[src/rtl/spi_cfg_pkg.sv]
// Shared types for the configurable SPI master: FSM states, latched SPI mode,
// and the sizing helper for the SCK edge counter.
package spi_cfg_pkg;

  typedef enum logic [2:0] {
    ST_IDLE,
    ST_LEAD,
    ST_XFER,
    ST_TRAIL,
    ST_DONE
  } spi_state_e;

  typedef struct packed {
    logic cpol;
    logic cpha;
  } spi_mode_t;

  // Edge counter must hold 0 .. 2*data_w without wrapping.
  function automatic int edge_cnt_w(input int data_w);
    return $clog2(2 * data_w + 1);
  endfunction

endpackage

[src/rtl/spi_clk_tick.sv]
// Half-period timer: one-cycle tick every CLK_DIV cycles while en is high.
// Down-counter with terminal-count compare; reloaded whenever en is low.
module spi_clk_tick
  import spi_cfg_pkg::*;
#(
  parameter int CLK_DIV = 2
) (
  input  logic clk,
  input  logic rst,
  input  logic en,
  output logic tick
);

  localparam int CNT_W = (CLK_DIV > 1) ? $clog2(CLK_DIV) : 1;
  localparam logic [CNT_W-1:0] RELOAD = CNT_W'(CLK_DIV - 1);

  logic [CNT_W-1:0] cnt_q, cnt_d;

  assign tick = en && (cnt_q == '0);

  // Holding the reload value while disabled means every enable rise starts a full period.
  always_comb begin
    cnt_d = cnt_q;
    if (!en || tick) begin
      cnt_d = RELOAD;
    end else begin
      cnt_d = cnt_q - CNT_W'(1);
    end
  end

  always_ff @(posedge clk or posedge rst) begin
    if (rst) begin
      cnt_q <= RELOAD;
    end else begin
      cnt_q <= cnt_d;
    end
  end

endmodule

[src/rtl/spi_master_cfg.sv]
// Full-duplex SPI master with configurable width, divider, CPOL/CPHA and chip selects.
// Optional LSB-first ordering when SPI_MASTER_CFG_LSB_FIRST_EN is defined.
//
// state    | meaning
// ---------+----------------------------------------------------------
// ST_IDLE  | waiting for start; sck at last latched cpol, mosi held
// ST_LEAD  | cs_n asserted, CLK_DIV cycles before the first sck edge
// ST_XFER  | 2*DATA_W sck edges, one every CLK_DIV cycles
// ST_TRAIL | sck back at cpol, cs_n still asserted for CLK_DIV cycles
// ST_DONE  | one cycle: done pulse, rx_data valid, cs_n released
module spi_master_cfg
  import spi_cfg_pkg::*;
#(
  parameter  int DATA_W  = 8,
  parameter  int CLK_DIV = 2,
  parameter  int NUM_CS  = 2,
  localparam int CS_W    = (NUM_CS > 1) ? $clog2(NUM_CS) : 1
) (
  input  logic              clk,
  input  logic              rst,
  input  logic              start,
  input  logic [DATA_W-1:0] data_in,
  input  logic [CS_W-1:0]   cs_sel,
  input  logic              cpol,
  input  logic              cpha,
`ifdef SPI_MASTER_CFG_LSB_FIRST_EN
  input  logic              lsb_first,
`endif
  input  logic              miso,
  output logic              mosi,
  output logic              sck,
  output logic [NUM_CS-1:0] cs_n,
  output logic              busy,
  output logic              done,
  output logic [DATA_W-1:0] rx_data
);

  localparam int EC_W = edge_cnt_w(DATA_W);
  localparam logic [EC_W-1:0] LAST_EDGE = EC_W'(2 * DATA_W - 1);

  spi_state_e        state_q, state_d;
  spi_mode_t         mode_q, mode_d;
  logic              lsb_q, lsb_d;
  logic [DATA_W-1:0] tx_q, tx_d;
  logic [DATA_W-1:0] rx_sh_q, rx_sh_d;
  logic [DATA_W-1:0] rx_data_q, rx_data_d;
  logic [EC_W-1:0]   edge_q, edge_d;
  logic              mosi_q, mosi_d;
  logic              sck_q, sck_d;
  logic [NUM_CS-1:0] cs_n_q, cs_n_d;
  logic              busy_q, busy_d;
  logic              done_q, done_d;

  logic              tick;
  logic              lsb_in;
  logic [DATA_W-1:0] data_rev, rx_rev, tx_src;
  logic [NUM_CS-1:0] cs_dec;
  logic              sample_edge, drive_edge;

`ifdef SPI_MASTER_CFG_LSB_FIRST_EN
  assign lsb_in = lsb_first;
`else
  assign lsb_in = 1'b0;
`endif

  spi_clk_tick #(.CLK_DIV(CLK_DIV)) u_tick (
    .clk  (clk),
    .rst  (rst),
    .en   (busy_q),
    .tick (tick)
  );

  // LSB-first is handled by reversing the word at the edges of the shifter.
  always_comb begin
    data_rev = '0;
    rx_rev   = '0;
    for (int i = 0; i < DATA_W; i++) begin
      data_rev[i] = data_in[DATA_W-1-i];
      rx_rev[i]   = rx_sh_q[DATA_W-1-i];
    end
    tx_src = lsb_in ? data_rev : data_in;
  end

  // Out-of-range cs_sel matches no line, so the transfer runs with every cs_n high.
  always_comb begin
    cs_dec = '1;
    for (int i = 0; i < NUM_CS; i++) begin
      if (CS_W'(i) == cs_sel) cs_dec[i] = 1'b0;
    end
  end

  // edge_q[0]==0 means the next edge is a leading one.
  assign sample_edge = (edge_q[0] == mode_q.cpha);
  assign drive_edge  = !sample_edge && (mode_q.cpha || (edge_q != LAST_EDGE));

  always_comb begin
    state_d   = state_q;
    mode_d    = mode_q;
    lsb_d     = lsb_q;
    tx_d      = tx_q;
    rx_sh_d   = rx_sh_q;
    rx_data_d = rx_data_q;
    edge_d    = edge_q;
    mosi_d    = mosi_q;
    sck_d     = sck_q;
    cs_n_d    = cs_n_q;
    busy_d    = busy_q;
    done_d    = 1'b0;

    case (state_q)
      ST_IDLE, ST_DONE: begin
        state_d = ST_IDLE;
        if (start) begin
          state_d     = ST_LEAD;
          mode_d.cpol = cpol;
          mode_d.cpha = cpha;
          lsb_d       = lsb_in;
          busy_d      = 1'b1;
          cs_n_d      = cs_dec;
          sck_d       = cpol;
          edge_d      = '0;
          rx_sh_d     = '0;
          if (!cpha) begin
            mosi_d = tx_src[DATA_W-1];
            tx_d   = {tx_src[DATA_W-2:0], 1'b0};
          end else begin
            tx_d = tx_src;
          end
        end
      end
      ST_LEAD: begin
        if (tick) state_d = ST_XFER;
      end
      ST_XFER: begin
        if (tick) begin
          sck_d  = ~sck_q;
          edge_d = edge_q + EC_W'(1);
          if (sample_edge) rx_sh_d = {rx_sh_q[DATA_W-2:0], miso};
          if (drive_edge) begin
            mosi_d = tx_q[DATA_W-1];
            tx_d   = {tx_q[DATA_W-2:0], 1'b0};
          end
          if (edge_q == LAST_EDGE) state_d = ST_TRAIL;
        end
      end
      ST_TRAIL: begin
        if (tick) begin
          state_d   = ST_DONE;
          busy_d    = 1'b0;
          done_d    = 1'b1;
          cs_n_d    = '1;
          sck_d     = mode_q.cpol;
          rx_data_d = lsb_q ? rx_rev : rx_sh_q;
        end
      end
      default: state_d = ST_IDLE;
    endcase
  end

  always_ff @(posedge clk or posedge rst) begin
    if (rst) begin
      state_q   <= ST_IDLE;
      mode_q    <= '0;
      lsb_q     <= 1'b0;
      tx_q      <= '0;
      rx_sh_q   <= '0;
      rx_data_q <= '0;
      edge_q    <= '0;
      mosi_q    <= 1'b0;
      sck_q     <= 1'b0;
      cs_n_q    <= '1;
      busy_q    <= 1'b0;
      done_q    <= 1'b0;
    end else begin
      state_q   <= state_d;
      mode_q    <= mode_d;
      lsb_q     <= lsb_d;
      tx_q      <= tx_d;
      rx_sh_q   <= rx_sh_d;
      rx_data_q <= rx_data_d;
      edge_q    <= edge_d;
      mosi_q    <= mosi_d;
      sck_q     <= sck_d;
      cs_n_q    <= cs_n_d;
      busy_q    <= busy_d;
      done_q    <= done_d;
    end
  end

  assign mosi    = mosi_q;
  assign sck     = sck_q;
  assign cs_n    = cs_n_q;
  assign busy    = busy_q;
  assign done    = done_q;
  assign rx_data = rx_data_q;

endmodule

[config.mk]
export PLATFORM = sky130hd
export DESIGN_NAME = spi_master_cfg
export DESIGN_NICKNAME = d
export VERILOG_FILES = /design/src/rtl/spi_cfg_pkg.sv /design/src/rtl/spi_clk_tick.sv /design/src/rtl/spi_master_cfg.sv
export SDC_FILE = /design/constraint.sdc
export NUM_CORES = 1
export LEC_CHECK = 0
export BUFFER_PORTS_ARGS = -buffer_cell sky130_fd_sc_hd__buf_2
export CORE_MARGIN = 5
export CORE_UTILIZATION = 50
export DETAILED_ROUTE_END_ITERATION = 16
export PLACE_DENSITY = 0.72
export SLEW_MARGIN = 0
export SYNTH_ARGS = -nofsm -noshare
export SYNTH_HDL_FRONTEND = slang
export SYNTH_HIERARCHICAL = 1
export SYNTH_SLANG_ARGS = --single-unit
[constraint.sdc]
create_clock -name clk -period 4.52 [get_ports clk]
set_input_delay 0.678 -clock clk [delete_from_list [all_inputs] [get_ports clk]]
set_output_delay 0.678 -clock clk [all_outputs]
set_load 0.01 [all_outputs]
==> PnR_summary.wiki, run 1 <==
{| class="wikitable"
! Metric !! Value
|-
| Outcome || completed
|-
| Fraction of power spent switching nets || 36.18%
|-
| Gpl congestion || 0.7437
|-
| Cell at the slowest stage of the critical path || dfrtp_1
|-
| Total core area || 3661 sq um
|-
| First-pass GRT wire length || 5975 um
|-
| Maximum fanout count along the critical path || 7
|-
| End-of-flow core utilization || 58.99%
|-
| Sequential element share of the synthesized area || 54.72%
|-
| Net load switching power || 0.5031 mW
|-
| Number of setup buffers added after CTS || 0
|-
| Routed via count divided by cell count || 5.317
|-
| Final worst path period need || 2.184 ns
|-
| Grt total ovfl || 0
|-
| Critical path start-end classification || flip-flop to flip-flop
|-
| Worst slew pin tran || 0.8734 ns
|-
| Flop and latch count out of synthesis || 41
|-
| DRT antenna net count || 0
|-
| Post-synthesis cell type with the largest combined area || dfrtp_1
|-
| Final hold violations || 0
|-
| Power Dens Cells || 644.0 nW/um^2
|-
| First-pass iteration count of the detailed router || 4
|-
| Library cell used as clock root buffer || clkbuf_8
|-
| Number of global-route vias before repair || 1,322
|-
| Height of the die || 71.35 um
|-
| Type of destination of the critical path || flip-flop
|-
| Max-cap violation count || 0
|-
| Data required time of the critical path || 4.70 ns
|-
| Synthesized net count || 204
|-
| Setup repair after global routing missed its margin || false
|-
| Filler-free cell count of the finished design || 265
|-
| Share of the clock period used by the worst path || 48.32%
|-
| IO Pins || 29
|-
| Growth of design area from synthesis to finish || 14.76%
|-
| Number of hold buffers added after cts || 0
|-
| List of most frequent post-synthesis cells || 58 x nand2_1, 38 x dfrtp_1, 16 x o21ai_0, 9 x mux2_2
|-
| Hold WC Path Type || input port to async pin
|-
| Slew margin rel. || 41.52%
|-
| Setup TNS after final layout || 0 ns
|-
| Ordered cell list for the critical path || ha_1 -> and3_1 -> ha_1 -> nor3b_1 -> nor2_1 -> a221oi_2 -> mux2_2
|-
| Data arrival time of the critical path || 2.36 ns
|-
| Number of H-tree levels || 2
|-
| Number of setup violations in the final report || 0
|-
| Tot GR Track Use || 14.77%
|-
| Iteration-0 DRC count of the detailed router || 63
|-
| Maximum clock insertion buffer count || 2
|-
| Largest net degree at the start of global routing || 41
|-
| Post-synth top area share || 50.53%
|-
| Count of nets after finishing || 233
|-
| Clock tree from TritonCTS || yes
|-
| Clock latency on the worst-skew pair || 0.29 ns
|-
| Share of synthesized flip-flops with an asynchronous set or reset || 100.0%
|-
| Number of buffers inserted by port buffering || 28
|-
| Largest clock skew in the final design || 0.009181 ns
|-
| Lkg Pwr || 1.059 nW
|-
| Number of synthesized flops with an enable pin || 0
|-
| Number of antenna violations at the first check in global routing || 0
|-
| Maximum vdd drop || 0.2461 mV
|-
| Number of cell rows || 22
|-
| Post-Syn Area || 1882 sq um
|-
| Sequential Power Share || 44.5%
|-
| Synthesized instance count || 187
|-
| Combined buffer and inverter count along the critical path || 0
|-
| Diodes inserted || 0
|-
| Main flop type after synthesis || dfrtp_1
|-
| Width of the die || 71.35 um
|-
| Clock sink total || 41
|-
| Achievable clock frequency || 457.9 MHz
|-
| DRC violations left || 0
|-
| Number of max-slew violations in the final report || 0
|-
| Internal Dissipation || 0.8876 mW
|-
| Total Routed Length || 3560 um
|-
| Cells resized by post-CTS repair || 0
|-
| Combinational power share || 35.3%
|-
| Number of distinct library cells after synthesis || 38
|-
| Most used standard cell by instance count after synthesis || nand2_1
|-
| Dominant cell type by count on the critical path || ha_1
|-
| Sort of element at the start of the critical path || flip-flop
|-
| Wire length per cell || 13.43 um
|-
| Number of vias in the routed layout || 1,409
|-
| Placed cells || 257
|-
| Overall die area || 5091 sq um
|-
| Starting Density || 51.40%
|-
| Largest delay share family, worst path || simple AND/OR/NAND/NOR gates
|-
| Leading post-synthesis cells by cell area || dfrtp_1 51%, nand2_1 12%, mux2_2 5.4%, o21ai_0 4.3%, dfstp_2 4.2%
|-
| Fraction of layout cells with a size suffix above 1 || 25.81%
|-
| Warnings, synthesis || 6
|-
| Peak per-stage delay on the critical path || 0.44 ns
|-
| DP HPWL || 2457 um
|-
| Clock transition time at the flip-flop clock pins of the worst setup and hold paths || 0.08 ns
|-
| Number of buffers created by CTS || 5
|-
| Clock share of power || 20.2%
|-
| Mean area per synthesized cell || 10.06 sq um
|-
| Fillers || 330
|}
## state kept, by name, indices dropped and copies added, names as in the netlist
| name | flops |
|---|---|
| busy | 1 |
| cs_n | 2 |
| done | 1 |
| edge_q | 5 |
| mode_q | 2 |
| mosi | 1 |
| rx_data | 8 |
| rx_sh_q | 8 |
| sck | 1 |
| state_q | 3 |
| tx_q | 8 |
| u_tick/cnt_q | 1 |
## metrics by stage
step | hold slack (ns) | total power [mW] | setup WS (ns) | cell area, sq um
2_1_floorplan | 0.4386 | 0.9847 | 2.444 | 1882
3_3_place_gp | 0.4357 | 1.105 | 2.374 | 2052
3_5_place_dp | 0.4547 | 1.120 | 2.330 | 2052
4_1_cts | 0.3736 | 1.406 | 2.327 | 2160
5_1_grt | 0.3782 | 1.493 | 2.158 | 2160
6_report | 0.3828 | 1.391 | 2.336 | 2160
## cell type report
class                           instances  area, sq um  share of cell area, %
Clock buffer                            6        72.57                  3.360
Clock inverter                          2        35.03                  1.622
Inverter                                8        30.03                  1.390
Multi-Input combinational cell        131        784.5                  36.33
Sequential cell                        41         1030                  47.68
Tap cell                               48        60.06                  2.781
Timing Repair Buffer                   29        147.6                  6.837
## worst paths after layout
path	end	from	slack (ns)	cells past startpoint
min	u_tick/cnt_q	rst	0.38	2
min reg2reg	u_tick/cnt_q	busy	0.46	1
max reg2reg	mosi	edge_q[0]	2.34	7
min in group clk	u_tick/cnt_q	busy	0.46	1
max in group asynchronous	cs_n[0]	rst	3.65	3
max	mosi	edge_q[0]	2.34	7
## kinds of logic (layout without fill, tap and decap cells)
group | Yosys count | in the layout | share of synthesized area [%]
AND/OR/NAND/NOR | 79 | 79 | 20.28
flip-flops | 41 | 41 | 54.72
AO/OA/AOI/OAI | 39 | 39 | 13.76
buffers and inverters | 15 | 45 | 3.590
multiplexers | 9 | 9 | 5.386
adder cells (fa/ha/maj) | 2 | 2 | 1.330
XOR/XNOR | 2 | 2 | 0.9310
## power groups by stage
stage          logic [mW]  registers, mW  clock network [mW]
6_report            0.491          0.619               0.281
2_1_floorplan       0.363          0.621                   0
5_1_grt             0.547          0.640               0.305
4_1_cts             0.497          0.619               0.290
3_5_place_dp        0.498          0.622                   0
3_3_place_gp        0.485          0.620                   0
## cell usage in the layout (no fill, tap or decap), types with 2 or more instances in the layout
master,netlist,layout
buf_2,3,28
dfstp_2,3,3
dfrtp_1,38,38
mux2_2,9,9
o22ai_1,8,8
inv_1,8,8
clkbuf_8,0,5
nand2_1,58,58
a2bb2oi_1,7,7
nor2b_1,2,2
ha_1,2,2
nor2_1,4,4
o21ai_0,16,16
a21oi_1,2,2
nor3_1,2,2
## worst reg2reg max path: cells and delay by family, from the launching register on
kind / cells / cell delay (ns)
compound gates: 1 / 0.25
fa+ha+maj: 2 / 0.42
flops: 1 / 0.44
mux: 1 / 0.35
simple gates: 3 / 0.62
## layer usage
metal  vias up  wire length [um]  part of all wire [%]  global-route usage [%]
met2        36              1696                    48                   21.53
met1       674              1632                    46                   20.67
met3         2               217                   6.1                   4.909
met4         0                12                  0.34                   5.010
li1        697                 -                     -                       -
met5         -                 0                     0                       0
Note: power is estimated with default switching activity, not from simulation.
==> run 2: changes to the inputs <==
- PLACE_DENSITY: 0.72 -> 0.74
- clock period: 4.52 -> 1.8 ns (I/O delays scaled with it)
==> run 2 against run 1 <==
The run now ends with setup timing left. Clock-buffer cell count shrank 1. Routed wire length increased by 13%. Utilization increased by 8.2 points. First-iteration DRC count rose by 35%. Non-clock buffer count up 18. Die area stayed put. Power rose to 2.9 times the previous value. Register-to-register slack got worse by 2.4 ns. Clock skew down 0.0010 ns. Flip-flop and latch count unchanged. Final area is 14% higher. Sequential power grew to 2.6 times the previous value. Largest power group is now combinational logic.
==> PnR_summary.wiki, run 2 (synthesized netlist as in run 1, its figures left out) <==
{| class="wikitable"
! Metric !! Value
|-
| Number of buffers created by CTS || 5 (unchanged)
|-
| Overall die area || 5091 sq um (unchanged)
|-
| Count of nets after finishing || 251 (was 233)
|-
| Hold WC Path Type || input port to flip-flop (was input port to async pin)
|-
| Height of the die || 71.35 um (unchanged)
|-
| Number of max-slew violations in the final report || 0 (unchanged)
|-
| GR Layer Usage met2 || 26.63% (was 21.53%)
|-
| Growth of design area from synthesis to finish || 30.72% (was 14.76%)
|-
| Setup repair after global routing missed its margin || true (was false)
|-
| Critical path start-end classification || flip-flop to flip-flop (unchanged)
|-
| Maximum clock insertion buffer count || 2 (unchanged)
|-
| Maximum vdd drop || 0.8603 mV (was 0.2461 mV)
|-
| Iteration-0 DRC count of the detailed router || 85 (was 63)
|-
| Width of the die || 71.35 um (unchanged)
|-
| Clock sink total || 41 (unchanged)
|-
| Worst setup slack after layout || -0.08097 ns (was 2.336 ns)
|-
| Data arrival time of the critical path || 2.06 ns (was 2.36 ns)
|-
| Sort of element at the start of the critical path || flip-flop (unchanged)
|-
| Global-route layer with the greatest usage || met2 (unchanged)
|-
| Total power after layout || 4.074 mW (was 1.391 mW)
|-
| Largest clock skew in the final design || 0.008136 ns (was 0.009181 ns)
|-
| Worst slack after detailed placement || -0.07872 ns (was 2.330 ns)
|-
| Clock tree from TritonCTS || yes (unchanged)
|-
| Type of destination of the critical path || flip-flop (unchanged)
|-
| IO Pins || 29 (unchanged)
|-
| Fillers || 269 (was 330)
|-
| Share of the clock period used by the worst path || 104.5% (was 48.32%)
|-
| Library cell used as clock root buffer || clkbuf_8 (unchanged)
|-
| Number of vias in the routed layout || 1,510 (was 1,409)
|-
| Violated checks || setup timing
|-
| Number of antenna violations at the first check in global routing || 0 (unchanged)
|-
| Diodes inserted || 0 (unchanged)
|-
| Maximum fanout count along the critical path || 2 (was 7)
|-
| Ordered cell list for the critical path || ha_2 -> and3_4 -> ha_4 -> nor3b_4 -> nor2_2 -> a221oi_2 -> mux2_4 (was ha_1 -> and3_1 -> ha_1 -> nor3b_1 -> nor2_1 -> a221oi_2 -> mux2_2)
|-
| DRC violations left || 0 (unchanged)
|-
| Number of cell rows || 22 (unchanged)
|-
| Routed via count divided by cell count || 5.336 (was 5.317)
|-
| Max-cap violation count || 0 (unchanged)
|-
| Setup TNS after final layout || -0.4578 ns (was 0 ns)
|-
| Total core area || 3661 sq um (unchanged)
|-
| DP HPWL || 2652 um (was 2457 um)
|-
| Most common cell after layout, fill and taps aside || nand2_1 (unchanged)
|-
| Clock transition time at the flip-flop clock pins of the worst setup and hold paths || 0.09 ns (was 0.08 ns)
|-
| Fraction of layout cells with a size suffix above 1 || 40.00% (was 25.81%)
|-
| Total Routed Length || 4019 um (was 3560 um)
|-
| Lkg Pwr || 1.176 nW (was 1.059 nW)
|-
| Most frequent cells in the layout || 58 x nand2_1, 38 x dfrtp_1, 28 x buf_2 (unchanged)
|-
| Outcome || finished, violations left (was completed)
|-
| GR met3 Demand/Resource || 3.506% (was 4.909%)
|-
| Achievable clock frequency || 531.6 MHz (was 457.9 MHz)
|-
| Final hold violations || 0 (unchanged)
|-
| Gpl congestion || 0.7444 (was 0.7437)
|-
| Largest net degree at the start of global routing || 41 (unchanged)
|-
| Number of setup violations in the final report || 9 (was 0)
|-
| Peak per-stage delay on the critical path || 0.40 ns (was 0.44 ns)
|-
| Number of buffers inserted by port buffering || 28 (unchanged)
|-
| Number of global-route vias before repair || 1,518 (was 1,322)
|-
| Number of H-tree levels || 2 (unchanged)
|-
| Data required time of the critical path || 1.98 ns (was 4.70 ns)
|-
| DRT antenna net count || 0 (unchanged)
|-
| Starting Density || 51.40% (unchanged)
|-
| Power Dens Cells || 1656 nW/um^2 (was 644.0 nW/um^2)
|-
| Met1 global-route usage || 24.59% (was 20.67%)
|-
| Tot GR Track Use || 17.29% (was 14.77%)
|-
| Cell at the slowest stage of the critical path || dfrtp_1 (unchanged)
|-
| First-pass iteration count of the detailed router || 4 (unchanged)
|-
| Worst slew pin tran || 0.5013 ns (was 0.8734 ns)
|-
| Slew margin rel. || 66.58% (was 41.52%)
|-
| First-pass GRT wire length || 7113 um (was 5975 um)
|-
| Wire length per cell || 14.20 um (was 13.43 um)
|-
| Clock latency on the worst-skew pair || 0.29 ns (about the same)
|-
| Final worst path period need || 1.881 ns (was 2.184 ns)
|-
| Grt total ovfl || 0 (unchanged)
|}
run 2: changes by cell type in the layout (fill, tap and decap cells not counted), sizes merged:
cell / delta
buf: +17
clkbuf: -1
clkinvlp: +1
dlygate4sd3: +1
run 2: where the power goes:
part	switching [mW]	internal, mW	leakage, nW
sequential	0.294	1.29	0.518
combinational	0.899	0.843	0.604
clock	0.331	0.415	0.0543
run 2: worst paths after layout:
kind,start,endpoint,slack [ns],cells after the start
worst min register to register,busy,u_tick/cnt_q,0.46,1
worst max-delay path,edge_q[0],mosi,-0.08,7
worst max register to register,edge_q[0],mosi,-0.08,7
min in group asynchronous,rst,u_tick/cnt_q,0.51,3
max in group asynchronous,rst,cs_n[1],0.79,4
worst min-delay path,cs_sel,cs_n[1],0.14,2
run 2: layout make-up:
type                            instances  area (sq um)  share of cell area (%)
Sequential cell                        41          1030                   41.86
Multi-Input combinational cell        131         935.9                   38.05
Timing Repair Buffer                   47         289.0                   11.75
Clock buffer                            5         68.82                   2.798
Tap cell                               48         60.06                   2.442
Clock inverter                          3         46.29                   1.882
Inverter                                8         30.03                   1.221
run 2: repair_timing:
action                                 4_1_cts  5_1_grt
setup buffers                                3        3
endpoints found under the hold margin        1        0
hold buffers                                 1        0
setup endpoints to repair                    9        9
cloned                                       0        0
pin swaps                                    7        5
resized for setup                           18        2
run 2: metal layers:
layer	vias up	routed length [um]
met2	26	1930
met1	744	1919
met5	-	0
li1	735	-
met3	5	130
met4	0	39
run 2: per-stage QoR:
stage	hold slack (ns)	instance area (sq um)	std cells	util [%]
2_1_floorplan	0.1597	1916	187	-
3_3_place_gp	0.2748	2176	269	59.43
3_5_place_dp	0.2815	2176	269	59.43
4_1_cts	0.1423	2431	281	66.40
5_1_grt	0.1483	2460	283	67.19
6_report	0.1448	2460	283	67.19
run 2: worst max-delay path, delay by kind of cell (launching register included):
kind,cells,cell delay [ns]
adder cells (fa/ha/maj),2,0.35
AO/OA/AOI/OAI,1,0.26
multiplexers,1,0.32
AND/OR/NAND/NOR,3,0.44
flip-flops,1,0.40
==> run 3: changes to the inputs <==
- ABC_AREA: default -> 1
- PLACE_DENSITY: 0.74 -> 0.73
- SKIP_CTS_REPAIR_TIMING: default -> 1
==> run 3 against run 2 <==
Worst hold slack lost 0.029 ns. Via count grew 3.6%. Final cell count grew 13%. Synthesized cell count grew 25%. The run now ends clean. Routed wire length shrank 5.1%. Power shrank 59%. Flip-flop and latch count is the same. Final area shrank 5.7%. Clock power shrank 12%. Maximum frequency grew 11%. Setup slack gained 0.19 ns.
==> PnR_summary.wiki, run 3 <==
{| class="wikitable"
! Metric !! Value
|-
| Outcome || completed (was finished, violations left)
|-
| Starting Density || 50.80% (was 51.40%)
|-
| Sequential element share of the synthesized area || 51.79% (was 54.72%)
|-
| Width of the die || 73.06 um (was 71.35 um)
|-
| Max-cap violation count || 0 (unchanged)
|-
| Peak per-stage delay on the critical path || 0.40 ns (about the same)
|-
| Number of buffers inserted by port buffering || 28 (unchanged)
|-
| Dominant cell type by count on the critical path || ha_1
|-
| Number of buffers created by CTS || 5 (unchanged)
|-
| Clock transition time at the flip-flop clock pins of the worst setup and hold paths || 0.08 ns (was 0.09 ns)
|-
| Diodes inserted || 0 (unchanged)
|-
| Post-synthesis cell type with the largest combined area || dfrtp_1 (unchanged)
|-
| Slew margin rel. || 66.53% (was 66.58%)
|-
| Number of antenna violations at the first check in global routing || 0 (unchanged)
|-
| Gpl congestion || 0.7737 (was 0.7444)
|-
| Clock share of power || 39.6% (was 18.3%)
|-
| Post-synth top area share || 47.83% (was 50.53%)
|-
| Combinational power share || 4.0% (was 42.8%)
|-
| Met3 Routed Length || 130 um (unchanged)
|-
| Count of nets after finishing || 287 (was 251)
|-
| Type of destination of the critical path || flip-flop (unchanged)
|-
| Synthesized instance count || 233 (was 187)
|-
| Post-Syn Area || 1988 sq um (was 1882 sq um)
|-
| Number of setup violations in the final report || 0 (was 9)
|-
| Share of the clock period used by the worst path || 93.87% (was 104.5%)
|-
| Total Routed Length || 3816 um (was 4019 um)
|-
| Worst slew pin tran || 0.5020 ns (was 0.5013 ns)
|-
| Main flop type after synthesis || dfrtp_1 (unchanged)
|-
| Power Dens Cells || 711.7 nW/um^2 (was 1656 nW/um^2)
|-
| Worst Hold Margin || 0.1162 ns (was 0.1448 ns)
|-
| End-of-flow core utilization || 59.24% (was 67.19%)
|-
| Number of vias in the routed layout || 1,564 (was 1,510)
|-
| Net load switching power || 0.3515 mW (was 1.524 mW)
|-
| Setup TNS after final layout || 0 ns (was -0.4578 ns)
|-
| Final worst path period need || 1.690 ns (was 1.881 ns)
|-
| Clock latency on the worst-skew pair || 0.30 ns (was 0.29 ns)
|-
| DRC violations left || 0 (unchanged)
|-
| Leading post-synthesis cells by cell area || dfrtp_1 48%, nand2_1 14%, inv_1 4.2%, dfstp_2 4.0%, o21ai_1 3.8% (was dfrtp_1 51%, nand2_1 12%, mux2_2 5.4%, o21ai_0 4.3%, dfstp_2 4.2%)
|-
| Largest clock skew in the final design || 0.005087 ns (was 0.008136 ns)
|-
| Achievable clock frequency || 591.8 MHz (was 531.6 MHz)
|-
| Data required time of the critical path || 1.99 ns (was 1.98 ns)
|-
| Fillers || 355 (was 269)
|-
| Most common cell after layout, fill and taps aside || nand2_1 (unchanged)
|-
| Largest net degree at the start of global routing || 41 (unchanged)
|-
| Synthesized net count || 250 (was 204)
|-
| Synth Area in XOR/XNOR || 1.322% (was 0.9309%)
|-
| Data arrival time of the critical path || 1.88 ns (was 2.06 ns)
|-
| Number of distinct library cells after synthesis || 33 (was 38)
|-
| Area of the multi-input gates || 820.8 sq um (was 935.9 sq um)
|-
| Fraction of power spent switching nets || 21.30% (was 37.40%)
|-
| Critical path start-end classification || flip-flop to flip-flop (unchanged)
|-
| DP HPWL || 2698 um (was 2652 um)
|-
| Number of cell rows || 23 (was 22)
|-
| Growth of design area from synthesis to finish || 16.61% (was 30.72%)
|-
| Post-synthesis share of cell area spent on and, or, nand and nor gates || 28.70% (was 20.28%)
|-
| Height of the die || 73.06 um (was 71.35 um)
|-
| Sort of element at the start of the critical path || flip-flop (unchanged)
|-
| Number of max-slew violations in the final report || 0 (unchanged)
|-
| M1 wire length || 1775 um (was 1919 um)
|-
| Total core area || 3914 sq um (was 3661 sq um)
|-
| Cell at the slowest stage of the critical path || dfrtp_1 (unchanged)
|-
| Most frequent cells in the layout || 74 x nand2_1, 38 x dfrtp_1, 28 x buf_2 (was 58 x nand2_1, 38 x dfrtp_1, 28 x buf_2)
|-
| Maximum clock insertion buffer count || 2 (unchanged)
|-
| Arithmetic-cell share of the synthesized area counting full adders, half adders and majority gates || 1.259% (was 1.330%)
|-
| Total power after layout || 1.650 mW (was 4.074 mW)
|-
| Synth Area in Compound Gates || 9.880% (was 13.76%)
|-
| Clock sink total || 41 (unchanged)
|-
| Tot GR Track Use || 16.24% (was 17.29%)
|-
| Final hold violations || 0 (unchanged)
|-
| Warnings, synthesis || 6 (unchanged)
|-
| Number of global-route vias before repair || 1,508 (was 1,518)
|-
| Maximum fanout count along the critical path || 10 (was 2)
|-
| Number of H-tree levels || 2 (unchanged)
|-
| Register area || 1030 sq um (unchanged)
|-
| Iteration-0 DRC count of the detailed router || 76 (was 85)
|-
| Grt total ovfl || 0 (unchanged)
|-
| Overall die area || 5338 sq um (was 5091 sq um)
|-
| Setup repair after global routing missed its margin || true (unchanged)
|-
| Wire length per cell || 11.89 um (was 14.20 um)
|-
| Ordered cell list for the critical path || ha_1 -> and3_1 -> ha_1 -> nand3b_1 -> nand3_4 -> nand2_4 -> nand2_1 -> o21ai_1 (was ha_2 -> and3_4 -> ha_4 -> nor3b_4 -> nor2_2 -> a221oi_2 -> mux2_4)
|-
| Reg2reg path depth || 8 (was 7)
|-
| First-pass GRT wire length || 6658 um (was 7113 um)
|-
| Internal Dissipation || 1.299 mW (was 2.550 mW)
|-
| Placed cells || 311 (was 269)
|-
| Lkg Pwr || 1.242 nW (was 1.176 nW)
|-
| Fraction of layout cells with a size suffix above 1 || 25.09% (was 40.00%)
|-
| DRT antenna net count || 0 (unchanged)
|-
| First-pass iteration count of the detailed router || 4 (unchanged)
|-
| Mean area per synthesized cell || 8.533 sq um (was 10.06 sq um)
|-
| Sequential Power Share || 56.5% (was 38.9%)
|-
| Number of synthesized flops with an enable pin || 0 (unchanged)
|-
| Maximum vdd drop || 0.5920 mV (was 0.8603 mV)
|-
| Filler-free cell count of the finished design || 321 (was 283)
|-
| Dominant combinational cell family by area after synthesis || simple AND/OR/NAND/NOR gates (unchanged)
|-
| Routed via count divided by cell count || 4.872 (was 5.336)
|-
| Most used standard cell by instance count after synthesis || nand2_1 (unchanged)
|-
| Library cell used as clock root buffer || clkbuf_8 (unchanged)
|-
| List of most frequent post-synthesis cells || 75 x nand2_1, 38 x dfrtp_1, 22 x inv_1, 15 x o21ai_1, 13 x nand3_1 (was 58 x nand2_1, 38 x dfrtp_1, 16 x o21ai_0, 9 x mux2_2)
|-
| IO Pins || 29 (unchanged)
|-
| Met2 WL post-DR || 1831 um (was 1930 um)
|-
| Flop and latch count out of synthesis || 41 (unchanged)
|-
| Multiplexer share of the synthesized area || 0% (was 5.386%)
|-
| Share of synthesized flip-flops with an asynchronous set or reset || 100.0% (unchanged)
|-
| Highest routed metal layer || met4 (unchanged)
|-
| Clock tree from TritonCTS || yes (unchanged)
|-
| Hold WC Path Type || input port to flip-flop (unchanged)
|-
| Hold path depth || 2 (unchanged)
|}
run 3: cell types whose count changed after synthesis, sizes merged, moves of 2 or more:
cell	before	now
nor3	3	1
inv	8	28
nand4	0	3
o211ai	1	3
mux2	9	0
nor3b	3	0
nand2	58	80
nor2b	3	0
a2bb2oi	7	0
o21ai	17	19
nor2	5	16
nand3	1	16
run 3: cell type report:
type | instances | share of cell area, %
Timing Repair Buffer | 35 | 8.581
Inverter | 28 | 4.533
Sequential cell | 41 | 44.41
Tap cell | 50 | 2.698
Clock buffer | 7 | 4.155
Clock inverter | 1 | 0.2159
Multi-Input combinational cell | 159 | 35.40
run 3: path summary, 6_finish.rpt:
kind	slack, ns	endpoint	start
worst max-delay path	0.11	tx_q[0]	edge_q[1]
worst min-delay path	0.12	cs_n[1]	cs_sel
worst max register to register	0.11	tx_q[0]	edge_q[1]
worst min register to register	0.45	u_tick/cnt_q	busy
max in group asynchronous	0.79	cs_n[1]	rst
min in group asynchronous	0.52	u_tick/cnt_q	rst
run 3: worst max-delay path: cells and delay by family, from the launching register on:
| kind | cells | cell delay, ns |
|---|---|---|
| simple gates | 5 | 0.74 |
| flops | 1 | 0.40 |
| compound gates | 1 | 0.06 |
| fa+ha+maj | 2 | 0.39 |
run 3: logic make-up (layout without fill, tap and decap cells):
group | after synthesis | count (layout)
buffers and inverters | 33 | 71
AND/OR/NAND/NOR | 119 | 119
AO/OA/AOI/OAI | 35 | 35
XOR/XNOR | 3 | 3
adder cells (fa/ha/maj) | 2 | 2
flip-flops | 41 | 41
run 3: metrics by stage:
step	cell area [sq um]	setup WS [ns]
after floorplan	1988	0.1498
after global placement	2193	0.1669
after detailed placement	2193	0.1135
after CTS	2295	0.1031
after global routing	2318	-0.001235
final	2318	0.1103
run 3: per-layer routing:
layer / vias up / GRT usage [%]
met5: - / 0
met4: 0 / 7.992
met3: 7 / 3.857
met2: 19 / 26.71
met1: 713 / 19.84
li1: 825 / -
run 3: power by group through the flow:
stage	registers (mW)	clock network [mW]	logic, mW
3_3_place_gp	0.949	0	0.0644
3_5_place_dp	0.950	0	0.0649
6_report	0.932	0.653	0.0656
4_1_cts	0.932	0.678	0.0655
5_1_grt	0.932	0.725	0.0770
2_1_floorplan	0.949	0	0.0360
